`src/rtl/mult_iter_if.sv`:
```
// rtl/mult_iter_if.sv - start/operand/result bundle for the iterative multiplier
interface mult_iter_if #(
  parameter int WIDTH = 32
);
  logic             _go;
  logic [WIDTH-1:0] left;
  logic [WIDTH-1:0] right;
  logic [WIDTH-1:0] out;
  logic             done;
  logic             busy;

  modport master (output _go, left, right, input out, done, busy);
  modport slave  (input _go, left, right, output out, done, busy);
endinterface

```
`src/rtl/mult_iter.sv`:
```
// rtl/mult_iter.sv - iterative shift-add multiplier, WIDTH-bit product held between operations
// Optional macro MULT_ITER_EARLY_EXIT_EN: leave BUSY as soon as the remaining multiplier bits are zero.
module mult_iter #(
  parameter int WIDTH = 32
) (
  input  logic       clk,
  input  logic       reset_n,
  mult_iter_if.slave bus
);

  localparam int CW = $clog2(WIDTH);

  typedef enum logic [1:0] {IDLE, BUSY, DONE} state_e;

  state_e           state_q,  state_d;
  logic [WIDTH-1:0] mcand_q,  mcand_d;
  logic [WIDTH-1:0] mplier_q, mplier_d;
  logic [WIDTH-1:0] acc_q,    acc_d;
  logic [WIDTH-1:0] out_q,    out_d;
  logic [CW-1:0]    cnt_q,    cnt_d;

  logic [WIDTH-1:0] acc_sum;
  logic [WIDTH-1:0] mplier_shift;
  logic             last_iter;

  always_comb begin
    acc_sum      = mplier_q[0] ? (acc_q + mcand_q) : acc_q;
    mplier_shift = mplier_q >> 1;
`ifdef MULT_ITER_EARLY_EXIT_EN
    last_iter    = (cnt_q == CW'(WIDTH - 1)) || (mplier_shift == '0);
`else
    last_iter    = (cnt_q == CW'(WIDTH - 1));
`endif
  end

  always_comb begin
    state_d  = state_q;
    mcand_d  = mcand_q;
    mplier_d = mplier_q;
    acc_d    = acc_q;
    out_d    = out_q;
    cnt_d    = cnt_q;
    case (state_q)
      IDLE, DONE: begin
        if (bus._go) begin
          state_d  = BUSY;
          mcand_d  = bus.left;
          mplier_d = bus.right;
          acc_d    = '0;
          cnt_d    = '0;
        end else begin
          state_d  = IDLE;
        end
      end
      BUSY: begin
        acc_d    = acc_sum;
        mcand_d  = mcand_q << 1;
        mplier_d = mplier_shift;
        cnt_d    = cnt_q + 1'b1;
        // out is only written here, so it holds across later starts until the next result
        if (last_iter) begin
          state_d = DONE;
          out_d   = acc_sum;
        end
      end
      default: state_d = IDLE;
    endcase
  end

  always_ff @(posedge clk) begin
    if (!reset_n) begin
      state_q  <= IDLE;
      mcand_q  <= '0;
      mplier_q <= '0;
      acc_q    <= '0;
      out_q    <= '0;
      cnt_q    <= '0;
    end else begin
      state_q  <= state_d;
      mcand_q  <= mcand_d;
      mplier_q <= mplier_d;
      acc_q    <= acc_d;
      out_q    <= out_d;
      cnt_q    <= cnt_d;
    end
  end

  assign bus.out  = out_q;
  assign bus.done = (state_q == DONE);
  assign bus.busy = (state_q == BUSY);

endmodule
```
`src/flat_wrapper.sv`:
```
// flat-port wrapper written by rule: the top's interface ports become plain ports
module mult_iter_flat 
#(
  parameter int WIDTH = 32
)
  (clk, reset_n, bus__go, bus_left, bus_right, bus_out, bus_done, bus_busy);
  mult_iter_if #(.WIDTH(WIDTH)) bus_i ();
  input  logic clk;
  input  logic reset_n;
  input wire logic [$bits(bus_i._go)-1:0] bus__go;
  input wire logic [$bits(bus_i.left)-1:0] bus_left;
  input wire logic [$bits(bus_i.right)-1:0] bus_right;
  output wire logic [$bits(bus_i.out)-1:0] bus_out;
  output wire logic [$bits(bus_i.done)-1:0] bus_done;
  output wire logic [$bits(bus_i.busy)-1:0] bus_busy;
  assign bus_i._go = bus__go;
  assign bus_i.left = bus_left;
  assign bus_i.right = bus_right;
  assign bus_out = bus_i.out;
  assign bus_done = bus_i.done;
  assign bus_busy = bus_i.busy;
  mult_iter #(.WIDTH(WIDTH)) u_core (.clk(clk), .reset_n(reset_n), .bus(bus_i));
endmodule
```
`config.mk`:
```
export PLATFORM = sky130hd
export DESIGN_NAME = mult_iter_flat
export DESIGN_NICKNAME = d
export VERILOG_FILES = /design/src/rtl/mult_iter_if.sv /design/src/rtl/mult_iter.sv /design/src/flat_wrapper.sv
export SDC_FILE = /design/constraint.sdc
export NUM_CORES = 1
export LEC_CHECK = 0
export BUFFER_PORTS_ARGS = -buffer_cell sky130_fd_sc_hd__buf_4
export CORE_AREA = 3 3 123 155
export CTS_CLUSTER_DIAMETER = 80
export DETAILED_ROUTE_END_ITERATION = 8
export DIE_AREA = 0 0 126 158
export MAX_ROUTING_LAYER = met4
export PLACE_DENSITY_LB_ADDON = 0.3
export SYNTH_ARGS = -nofsm -noshare
export SYNTH_HDL_FRONTEND = slang
export SYNTH_SLANG_ARGS = --single-unit
```
`constraint.sdc`:
```
create_clock -name clk -period 2.5 [get_ports clk]
set_clock_uncertainty 0.15 [all_clocks]
set_input_delay 0.5 -clock clk [delete_from_list [all_inputs] [get_ports clk]]
set_output_delay 0.5 -clock clk [all_outputs]
set_load 0.1 [all_outputs]
```
==> results by group, run 1 <==
Layout
  • Layout fillers: 1618
  • Layout Utilization: 57.1%
  • Area Overhead vs Synth: 42.9%
  • Multi-input gate area: 4520 sq um
  • Seq. cell area: 2710 sq um
  • N_diodes: 0
  • Layout net count: 1166
  • Layout cell share with drive strength beyond 1: 33.3%

Logic synthesis
  • Ys async rst share: 0%
  • Yosys reg bits: 135
  • EDFF count, synth: 0
  • Main synth FF type: dfxtp_1
  • Syn avg cell area: 8.12 sq um
  • Cell variety after synth: 62
  • Cell taking the most area after synthesis: dfxtp_1
  • Warnings, synthesis: 0
  • Synthesized area: 7020 sq um
  • Net Count, Synth: 965
  • Sequential cell area fraction in the yosys report: 38.5%
  • Synth top area cells: dfxtp_1, a21oi_1, a22oi_1, ha_1, nand2_1
  • Area share of the largest cell type after synthesis: 38.5%
  • Cells after synthesis: 864

Clock tree
  • Hold buffer count at cts: 0
  • CTS Sinks: 135
  • TritonCTS Buffers: 17
  • CTS Buffer Depth: 2
  • H-tree depth: 4
  • CTS tree: built
  • Worst skew pair latency: 0.42 ns
  • CTS clock-pin slew for the worst setup and hold paths: 0.06 ns
  • CTS root buf: clkbuf_16

STA
  • Slew Limit Headroom: 51.9%
  • Fmax: 0.377 GHz
  • Fin crit period: 2.65 ns
  • Period utilization: 106%
  • Final Setup Violations: 14
  • PnR worst setup slack: -0.153 ns
  • Max-slew violations: 0
  • Final Hold Vio Count: 0
  • Least-Margin Pin Slew: 0.721 ns
  • RSZ-0062 raised after global routing: yes

Drt
  • Total number of vias: 7159
  • DRC: 0
  • Wire per inst: 17.1 microns
  • ANT nets after route: 0
  • Final wirelength: 22200 microns
  • Routed vias/inst: 5.50
  • Iteration-0 DRC Markers: 377
  • DR pass1 iterations: 5

Global route
  • Initial antenna violation count: 0
  • Gr usage total: 22.3%
  • First-pass GRT wire length: 34700 microns
  • Largest net degree at the start of global routing: 86
  • Number of global-route vias before repair: 6844
  • GRT overflow: 0

Placed design
  • HPWL Detailed: 15700 microns
  • Post-place setup slack: -0.367 ns
  • # port buffers: 100
  • GPL Wtd Cong: 0.916

Critical path
  • CP Launch Type: register
  • CP max-delay cell: fa_2
  • CP Data Required Time: 2.66 ns
  • Critical path cell sequence: ha_4 > fa_2 > a21oi_2 > o211ai_2 > a221oi_4 > buf_6 > o21ai_4 > a31oi_4 > buf_6 > o21ai_4 > xnor2_2 > o31ai_4
  • Maximum fanout along the worst path: 3
  • Worst Setup Path Type: register to register
  • Arrival time worst endpoint: 2.81 ns
  • Max stage delay on crit path: 0.35 ns
  • CP Capture Type: register

Floorplan
  • Starting Density: 39.9%
  • Core Rows: 54
  • Die Width: 126 microns
  • I/O pin count: 101
  • Die Footprint: 19900 sq um
  • Core footprint: 17600 sq um
  • Die height: 158 microns

Hold path
  • Hold Path Class: input pin to register

Run
  • Max_cap viols: 0

Pwr
  • Total chip power: 5.50 mW
  • Power Dens Cells: 548 nW/um^2
  • Max IR drop VDD: 0.439 mV
  • Leakage: 4.22 nW

Run status
  • Failing checks: negative setup slack
  • Status: finished, violations left
==> sequential cells by signal, indices dropped and copies added (netlist names) <==
| signal | flops |
|---|---|
| u_core.acc_q | 32 |
| u_core.bus.out | 32 |
| u_core.cnt_q | 5 |
| u_core.mcand_q | 32 |
| u_core.mplier_q | 32 |
| u_core.state_q | 2 |
==> area by class of cell <==
type | count | area share (%)
clock buffers | 23 | 4.67
clock inverters | 9 | 0.999
inverters | 10 | 0.387
multi-input cells | 657 | 45.1
flip-flops and latches | 135 | 27.1
well taps | 224 | 2.80
repair buffers | 244 | 19.0
==> per-layer routing <==
metal / vias up / track usage (%) / wire length (microns)
met3: 62 / 4.22 / 936
met2: 218 / 38.4 / 11200
met1: 3330 / 24.7 / 8850
li1: 3549 / - / -
met4: 0 / 11.2 / 1220
met5: - / - / 0
==> cell families after synthesis <==
logic type | after synthesis | share of synthesized area (%)
AO/OA/AOI/OAI | 325 | 29.9
AND/OR/NAND/NOR | 253 | 15.6
flip-flops | 135 | 38.5
buffers and inverters | 72 | 3.89
adder cells (fa/ha/maj) | 34 | 6.17
XOR/XNOR | 27 | 3.37
multiplexers | 18 | 2.57
==> repair_timing <==
item,CTS,global route
cloned,0,0
setup endpoints to repair,21,39
hold endpoints to repair,0,0
buffers inserted,7,7
resized for setup,29,71
pin swaps,39,39
==> report_power, final <==
| group | internal [mW] | leakage, nW | switching, mW |
|---|---|---|---|
| clock network | 1.51 | 0.277 | 0.940 |
| registers | 2.23 | 1.10 | 0.0643 |
| logic | 0.335 | 2.84 | 0.410 |
==> per-stage QoR <==
step | setup TNS, ns | cell area, sq um | instances | hold slack (ns)
global placement | -0.813 | 8890 | 1260 | 0.292
finish | -0.860 | 10000 | 1302 | 0.192
detailed placement | -1.34 | 8890 | 1260 | 0.297
CTS | -1.30 | 9620 | 1297 | 0.178
floorplan | -0.102 | 7040 | 864 | 0.287
global route | -2.43 | 10000 | 1302 | 0.203
==> worst paths after layout <==
kind | startpoint | to | slack [ns] | depth (start not counted)
max | u_core.acc_q[0] | u_core.acc_q[24] | -0.15 | 12
min | bus_right[31] | u_core.mplier_q[31] | 0.19 | 3
max reg2reg | u_core.acc_q[0] | u_core.acc_q[24] | -0.15 | 12
min reg2reg | u_core.mplier_q[10] | u_core.mplier_q[10] | 0.30 | 2
==> worst max-delay path, delay by kind of cell (launching register included) <==
kind,cells,cell delay [ns]
flip-flops,1,0.33
adder cells (fa/ha/maj),2,0.51
AO/OA/AOI/OAI,7,1.09
XOR/XNOR,1,0.17
buffers and inverters,2,0.28
==> cells in the mapped netlist, drive strengths merged (5+ instances only) <==
cell type and count:
dfxtp 135, a21oi 133, nand2 108, nor2 73
a22oi 69, clkbuf 54, o21ai 42, ha 33
nand3 25, a21o 20, a211oi 19, xnor2 19
mux2i 18, nor3 14, inv 10, nand4 10
buf 8, xor2 8, a22o 7, and3 5
==> layout by cell type, fill, tap and decap left out, drive strengths merged, types with 3 or more instances in the layout <==
cell type	n
buf	244
dfxtp	135
a21oi	133
nand2	108
nor2	73
a22oi	69
o21ai	42
ha	33
nand3	25
clkbuf	23
a21o	20
a211oi	19
xnor2	19
mux2i	18
nor3	14
nand4	10
inv	9
xor2	8
a22o	7
clkinv	6
and3	5
nand2b	4
o21a	4
and2	4
o211ai	4
o21bai	4
or3	3
a31oi	3
Note: power is estimated with default switching activity, not from simulation.
==> inputs of run 2 (changes only) <==
--- a/config.mk
+++ b/config.mk
@@ -5,6 +5,7 @@
 export SDC_FILE = /design/constraint.sdc
 export NUM_CORES = 1
 export LEC_CHECK = 0
+export ABC_AREA = 1
 export BUFFER_PORTS_ARGS = -buffer_cell sky130_fd_sc_hd__buf_4
 export CORE_AREA = 3 3 123 155
 export CTS_CLUSTER_DIAMETER = 80
==> results by group, run 2 <==
Drt
  • Routed vias/inst: 4.99 (-9.2%)
  • DRC: 0 (unchanged)
  • ANT nets after route: 0 (unchanged)
  • Wire per inst: 14.0 microns (-18%)
  • Iteration-0 DRC Markers: 451 (+20%)
  • DR pass1 iterations: 5 (unchanged)
  • Final wirelength: 22200 microns (-0.22%)
  • Total number of vias: 7890 (+10%)

Placed design
  • HPWL Detailed: 16400 microns (+4.7%)
  • Post-place setup slack: 0.0233 ns (+0.390 ns)
  • # port buffers: 100 (unchanged)
  • Placed insts: 1548 (+23%)
  • Area of placed instances: 8970 sq um (+0.93%)
  • GPL Wtd Cong: 0.968 (+5.7%)

Layout
  • Layout cell share with drive strength beyond 1: 14.5% (-19 points)
  • Commonest non-fill, non-tap cell in the layout: nand2_1
  • Layout Utilization: 54.7% (-2.4 points)
  • N_diodes: 0 (unchanged)
  • Area Overhead vs Synth: 20.7%
  • Final non-filler cell total: 1580 (+21%)
  • Layout net count: 1444 (+24%)
  • Layout fillers: 1764 (+9.0%)
  • Fin area: 9610 sq um (-4.2%)
  • Commonest non-fill, non-tap cells in the layout: nand2_1, inv_1, dfxtp_1

Critical path
  • Maximum fanout along the worst path: 5 (+2)
  • Critical Path Start: u_core.mcand_q[0]
  • CP Launch Type: register
  • Worst Setup Path Type: register to register
  • CP Capture Type: register
  • Reg2reg start: u_core.mcand_q[0]
  • Arrival time worst endpoint: 2.54 ns (-0.27 ns)
  • CP Data Required Time: 2.68 ns (+0.02 ns)

Clock tree
  • CTS root buf: clkbuf_16
  • CTS Buffer Depth: 2 (unchanged)
  • CTS Sinks: 135 (unchanged)
  • Hold buffer count at cts: 0 (unchanged)
  • CTS tree: built
  • H-tree depth: 4 (unchanged)
  • CTS clock-pin slew for the worst setup and hold paths: 0.06 ns (about the same)
  • Worst skew pair latency: 0.43 ns (about the same)
  • Post-CTS setup repair buffer count: 0 (-7)
  • TritonCTS Buffers: 17 (unchanged)

Logic synthesis
  • Cell variety after synth: 33 (-47%)
  • Warnings, synthesis: 0 (unchanged)
  • Ys async rst share: 0% (unchanged)
  • Cell taking the most area after synthesis: dfxtp_1
  • Sequential cell area fraction in the yosys report: 34.0% (-4.6 points)
  • Net Count, Synth: 1361 (+41%)
  • Synth top area cells: dfxtp_1, nand2_1, inv_1, ha_1, a31oi_1
  • Syn avg cell area: 6.32 sq um (-22%)
  • Yosys reg bits: 135 (unchanged)
  • Synthesized area: 7960 sq um (+13%)
  • Area share of the largest cell type after synthesis: 34.0% (-4.6 points)
  • Commonest cells in the netlist: nand2_1, inv_1, dfxtp_1
  • EDFF count, synth: 0 (unchanged)
  • Cells after synthesis: 1260 (+46%)
  • Main synth FF type: dfxtp_1
  • Count leader, synth: nand2_1

Pwr
  • Clock network fraction of total power: 47.3% (+2.7 points)
  • Max IR drop VDD: 0.473 mV (+7.7%)
  • Total chip power: 5.69 mW (+3.6%)
  • Internal power: 4.14 mW (+1.4%)
  • Sequential share of power: 40.5% (-1.3 points)
  • Leakage: 4.61 nW (+9.2%)
  • Power Dens Cells: 593 nW/um^2 (+8.1%)
  • Combinational fraction of design power: 12.2% (-1.4 points)
  • Net load switching power: 1.56 mW (+10%)
  • Sw frac: 27.3% (+1.6 points)

Floorplan
  • Starting Density: 45.3% (+5.4 points)
  • Core Rows: 54 (unchanged)
  • Die Width: 126 microns (unchanged)
  • Die height: 158 microns (unchanged)
  • I/O pin count: 101 (unchanged)
  • Core footprint: 17600 sq um (unchanged)
  • Die Footprint: 19900 sq um (unchanged)

Global route
  • GRT overflow: 0 (unchanged)
  • Gr usage total: 23.2% (+0.84 points)
  • Number of global-route vias before repair: 7510 (+9.7%)
  • Largest net degree at the start of global routing: 99 (+15%)
  • First-pass GRT wire length: 36500 microns (+5.3%)
  • Initial antenna violation count: 0 (unchanged)

Run status
  • Status: finished clean

STA
  • Final Setup Violations: 0 (-14)
  • Fin crit period: 2.36 ns (-0.289 ns)
  • Max-slew violations: 0 (unchanged)
  • Final Hold Vio Count: 0 (unchanged)
  • RSZ-0062 raised after global routing: no
  • Least-Margin Pin Slew: 0.617 ns (-0.104 ns)
  • Slew Limit Headroom: 58.8% (+6.9 points)
  • Period utilization: 94.6% (-12 points)
  • PnR worst setup slack: 0.136 ns (+0.289 ns)
  • Fmax: 0.423 GHz (+12%)
  • WHS: 0.186 ns (-0.00582 ns)
  • Setup tns final: 0 ns (+0.860 ns)

Hold path
  • Hold Path Class: input pin to register
  • Hold_sp: bus_right[31]

Run
  • Max_cap viols: 0 (unchanged)
==> run 2: cell count changes in the layout (fill, tap and decap cells not counted), sizes merged, moves of 15 or more <==
cell | before | now
a31oi | 3 | 62
a21o | 20 | 5
a22oi | 69 | 0
a21oi | 133 | 58
or2 | 1 | 21
buf | 244 | 116
nand2 | 108 | 535
mux2i | 18 | 2
nor2 | 73 | 43
inv | 9 | 168
nand3 | 25 | 67
a211oi | 19 | 2
==> run 2: final timing paths <==
path              cells past startpoint                  end  slack (ns)
setup / recovery                     13   u_core.bus.out[16]        0.14
hold / removal                        3  u_core.mplier_q[31]        0.19
setup reg to reg                     13   u_core.bus.out[16]        0.14
hold reg to reg                       2  u_core.mplier_q[31]        0.32
==> run 2: critical path, cell delays in order (launching register included) <==
cell and delay [ns]:
dfxtp_1 0.34, ha_1 0.25, fa_2 0.40, nand3_1 0.10, nand3_1 0.13, nand2_1 0.11
nand2_2 0.10, nand2_1 0.08, nand2_1 0.06, xnor2_1 0.14, nand2_1 0.10, nand2_1 0.15
a21o_1 0.14, inv_1 0.03
==> run 2: metal layers <==
layer | routed length, microns | share of wire (%) | track usage, %
met3 | 1160 | 5.2 | 4.25
met5 | 0 | 0 | -
met4 | 633 | 2.9 | 8.99
met2 | 10300 | 46 | 37.2
met1 | 10100 | 46 | 29.1
==> run 2: timing repair <==
action,4_1_cts,5_1_grt
endpoints found under the setup margin,0,6
hold endpoints to repair,0,0
gates resized for setup,0,2
==> run 2: final cells by class <==
class / instances / area (sq um) / share of cell area, %
Clock buffer: 18 / 439 / 4.57
Sequential cell: 135 / 2700 / 28.1
Tap cell: 224 / 280 / 2.92
Multi-Input combinational cell: 910 / 4450 / 46.3
Timing Repair Buffer: 116 / 933 / 9.72
Inverter: 163 / 612 / 6.37
Clock inverter: 14 / 190 / 1.98
==> run 2: power groups by stage <==
stage / logic, mW / clock network (mW) / registers (mW)
6_report: 0.695 / 2.69 / 2.31
5_1_grt: 0.778 / 2.82 / 2.32
4_1_cts: 0.699 / 2.73 / 2.31
3_5_place_dp: 0.696 / 0 / 2.35
3_3_place_gp: 0.685 / 0 / 2.35
2_1_floorplan: 0.461 / 0 / 2.33
==> run 2: cells by family after synthesis <==
group,share of synthesized area [%]
AND/OR/NAND/NOR,34.4
buffers and inverters,10.2
AO/OA/AOI/OAI,14.1
flip-flops,34.0
adder cells (fa/ha/maj),5.44
XOR/XNOR,1.65
multiplexers,0.252
==> inputs of run 3 (changes only) <==
--- a/config.mk
+++ b/config.mk
@@ -5,13 +5,11 @@
 export SDC_FILE = /design/constraint.sdc
 export NUM_CORES = 1
 export LEC_CHECK = 0
-export ABC_AREA = 1
 export BUFFER_PORTS_ARGS = -buffer_cell sky130_fd_sc_hd__buf_4
-export CORE_AREA = 3 3 123 155
+export CORE_AREA = 3 3 116 146
 export CTS_CLUSTER_DIAMETER = 80
 export DETAILED_ROUTE_END_ITERATION = 8
-export DIE_AREA = 0 0 126 158
-export MAX_ROUTING_LAYER = met4
+export DIE_AREA = 0 0 119 149
 export PLACE_DENSITY_LB_ADDON = 0.3
 export SYNTH_ARGS = -nofsm -noshare
 export SYNTH_HDL_FRONTEND = slang
==> results by group, run 3 (same netlist as run 1, synthesis figures left out) <==
Floorplan
  • Core footprint: 15600 sq um (-11%)
  • I/O pin count: 101 (unchanged)
  • Die height: 149 microns (-5.7%)
  • Die Footprint: 17700 sq um (-11%)
  • Core Rows: 51 (-5.6%)
  • Die Width: 119 microns (-5.6%)
  • Starting Density: 44.9% (-0.44 points)

Critical path
  • CP Data Required Time: 2.68 ns (about the same)
  • CP max-delay cell: a221oi_4
  • Critical path cell sequence: ha_4 > fa_2 > a21oi_2 > o211ai_2 > a221oi_4 > buf_4 > o31ai_4 > o21ai_2 > xnor2_1 > mux2i_1 > a211oi_1
  • Arrival time worst endpoint: 2.88 ns (+0.34 ns)
  • CP Launch Type: register
  • Maximum fanout along the worst path: 3 (-2)
  • Worst Setup Path Type: register to register
  • CP Capture Type: register
  • Max stage delay on crit path: 0.38 ns (-0.02 ns)

Global route
  • Met1 Use GR: 26.4% (-2.6 points)
  • Initial antenna violation count: 0 (unchanged)
  • Met2 global-route usage: 43.9% (+6.7 points)
  • Global-route layer with the greatest usage: met2
  • Met3 Track Usage GR: 4.89% (+0.64 points)
  • First-pass GRT wire length: 34300 microns (-6.2%)
  • GRT overflow: 0 (unchanged)
  • Number of global-route vias before repair: 6940 (-7.6%)
  • Largest net degree at the start of global routing: 67 (-32%)
  • Gr usage total: 24.3% (+1.2 points)

STA
  • Fin crit period: 2.70 ns (+0.338 ns)
  • Least-Margin Pin Slew: 0.731 ns (+0.113 ns)
  • RSZ-0062 raised after global routing: yes
  • Final Hold Vio Count: 0 (unchanged)
  • Final Setup Violations: 22 (+22)
  • Period utilization: 108% (+14 points)
  • Slew Limit Headroom: 51.3% (-7.5 points)
  • Fmax: 0.370 GHz (-13%)
  • Max-slew violations: 0 (unchanged)
  • PnR worst setup slack: -0.202 ns (-0.338 ns)

Run status
  • Failing checks: negative setup slack
  • Status: finished, violations left

Clock tree
  • CTS clock-pin slew for the worst setup and hold paths: 0.06 ns (about the same)
  • CTS root buf: clkbuf_16
  • TritonCTS Buffers: 17 (unchanged)
  • Worst skew pair latency: 0.43 ns (about the same)
  • CTS tree: built
  • H-tree depth: 4 (unchanged)
  • CTS Buffer Depth: 2 (unchanged)
  • CTS Sinks: 135 (unchanged)

Placed design
  • # port buffers: 100 (unchanged)
  • GPL Wtd Cong: 0.894 (-7.6%)
  • HPWL Detailed: 15600 microns (-4.8%)
  • Post-place setup slack: -0.295 ns (-0.318 ns)

Drt
  • Wire per inst: 17.7 microns (+26%)
  • Routed vias/inst: 5.66 (+13%)
  • DR pass1 iterations: 5 (unchanged)
  • ANT nets after route: 0 (unchanged)
  • Final wirelength: 22700 microns (+2.3%)
  • Total number of vias: 7273 (-7.8%)
  • Iteration-0 DRC Markers: 460 (+2.0%)
  • DRC: 0 (unchanged)

Hold path
  • Hold Path Class: input pin to register

Pwr
  • Power Dens Cells: 567 nW/um^2 (-4.4%)
  • Max IR drop VDD: 0.507 mV (+7.2%)
  • Total chip power: 5.71 mW (+0.21%)
  • Leakage: 4.19 nW (-9.2%)

Layout
  • Layout fillers: 1353 (-23%)
  • Layout cell share with drive strength beyond 1: 34.1% (+20 points)
  • N_diodes: 0 (unchanged)
  • Commonest non-fill, non-tap cell in the layout: buf_4
  • Commonest non-fill, non-tap cells in the layout: buf_4, a21oi_1, dfxtp_1
  • Area Overhead vs Synth: 43.5%
  • Layout net count: 1162 (-20%)

Run
  • Max_cap viols: 0 (unchanged)
run 3: changes by cell type in the layout (fill, tap and decap cells not counted), sizes merged, moves of 15 or more:
cell    previous run  this run
nand2            535       108
inv              168        10
buf              116       240
a21oi             58       133
a22oi              0        69
a31oi             62         3
nand3             67        25
nor2              43        73
or2               21         1
a211oi             2        19
mux2i              2        18
a21o               5        20
run 3: path summary, 6_finish.rpt:
check / start / endpoint / slack, ns / depth (start not counted)
setup reg to reg: u_core.mcand_q[0] / u_core.bus.out[26] / -0.20 / 11
hold reg to reg: u_core.mplier_q[10] / u_core.mplier_q[10] / 0.30 / 2
setup / recovery: u_core.mcand_q[0] / u_core.bus.out[26] / -0.20 / 11
hold / removal: bus_right[31] / u_core.mplier_q[31] / 0.17 / 3
run 3: where the power goes:
part | switching, mW | internal (mW)
combinational | 0.417 | 0.330
clock | 0.965 | 1.70
sequential | 0.0669 | 2.23
total | 1.45 | 4.26
run 3: final cells by class:
class                      instances  area [sq um]  area share, %
clock inverter                    10           170           1.69
sequential                       135          2730           27.1
inverter                          10          38.8          0.385
multi-input combinational        657          4580           45.5
clock buffer                      21           450           4.47
timing repair buffer             240          1830           18.2
tap                              212           265           2.64
run 3: critical path, delay by kind of cell, from the launching register on:
family	cells	cell delay, ns
compound gates	6	1.17
mux	1	0.10
xor+xnor	1	0.15
fa+ha+maj	2	0.50
flops	1	0.33
buf+inv	1	0.19
run 3: repair_timing:
item	CTS	global route
setup buffers	7	8
gates resized for setup	28	83
cloned	0	0
endpoints found under the setup margin	26	43
pin swaps	29	43
hold buffers	0	0
run 3: metrics by stage:
| stage | instance area (sq um) | cells | hold slack, ns | setup TNS [ns] | util, % |
|---|---|---|---|---|---|
| after floorplan | 7040 | 864 | 0.287 | -0.102 | - |
| after global placement | 8800 | 1241 | 0.292 | -1.10 | 56.3 |
| after detailed placement | 8800 | 1241 | 0.297 | -1.68 | 56.3 |
| after CTS | 9590 | 1279 | 0.163 | -0.917 | 61.4 |
| after global routing | 10100 | 1285 | 0.194 | -5.44 | 64.4 |
| final | 10100 | 1285 | 0.175 | -2.48 | 64.4 |
run 3: layer usage:
metal  wire [microns]  share of wire (%)
met1             8660                 38
met5                0                  0
met3             1080                4.7
met4             1360                6.0
met2            11600                 51
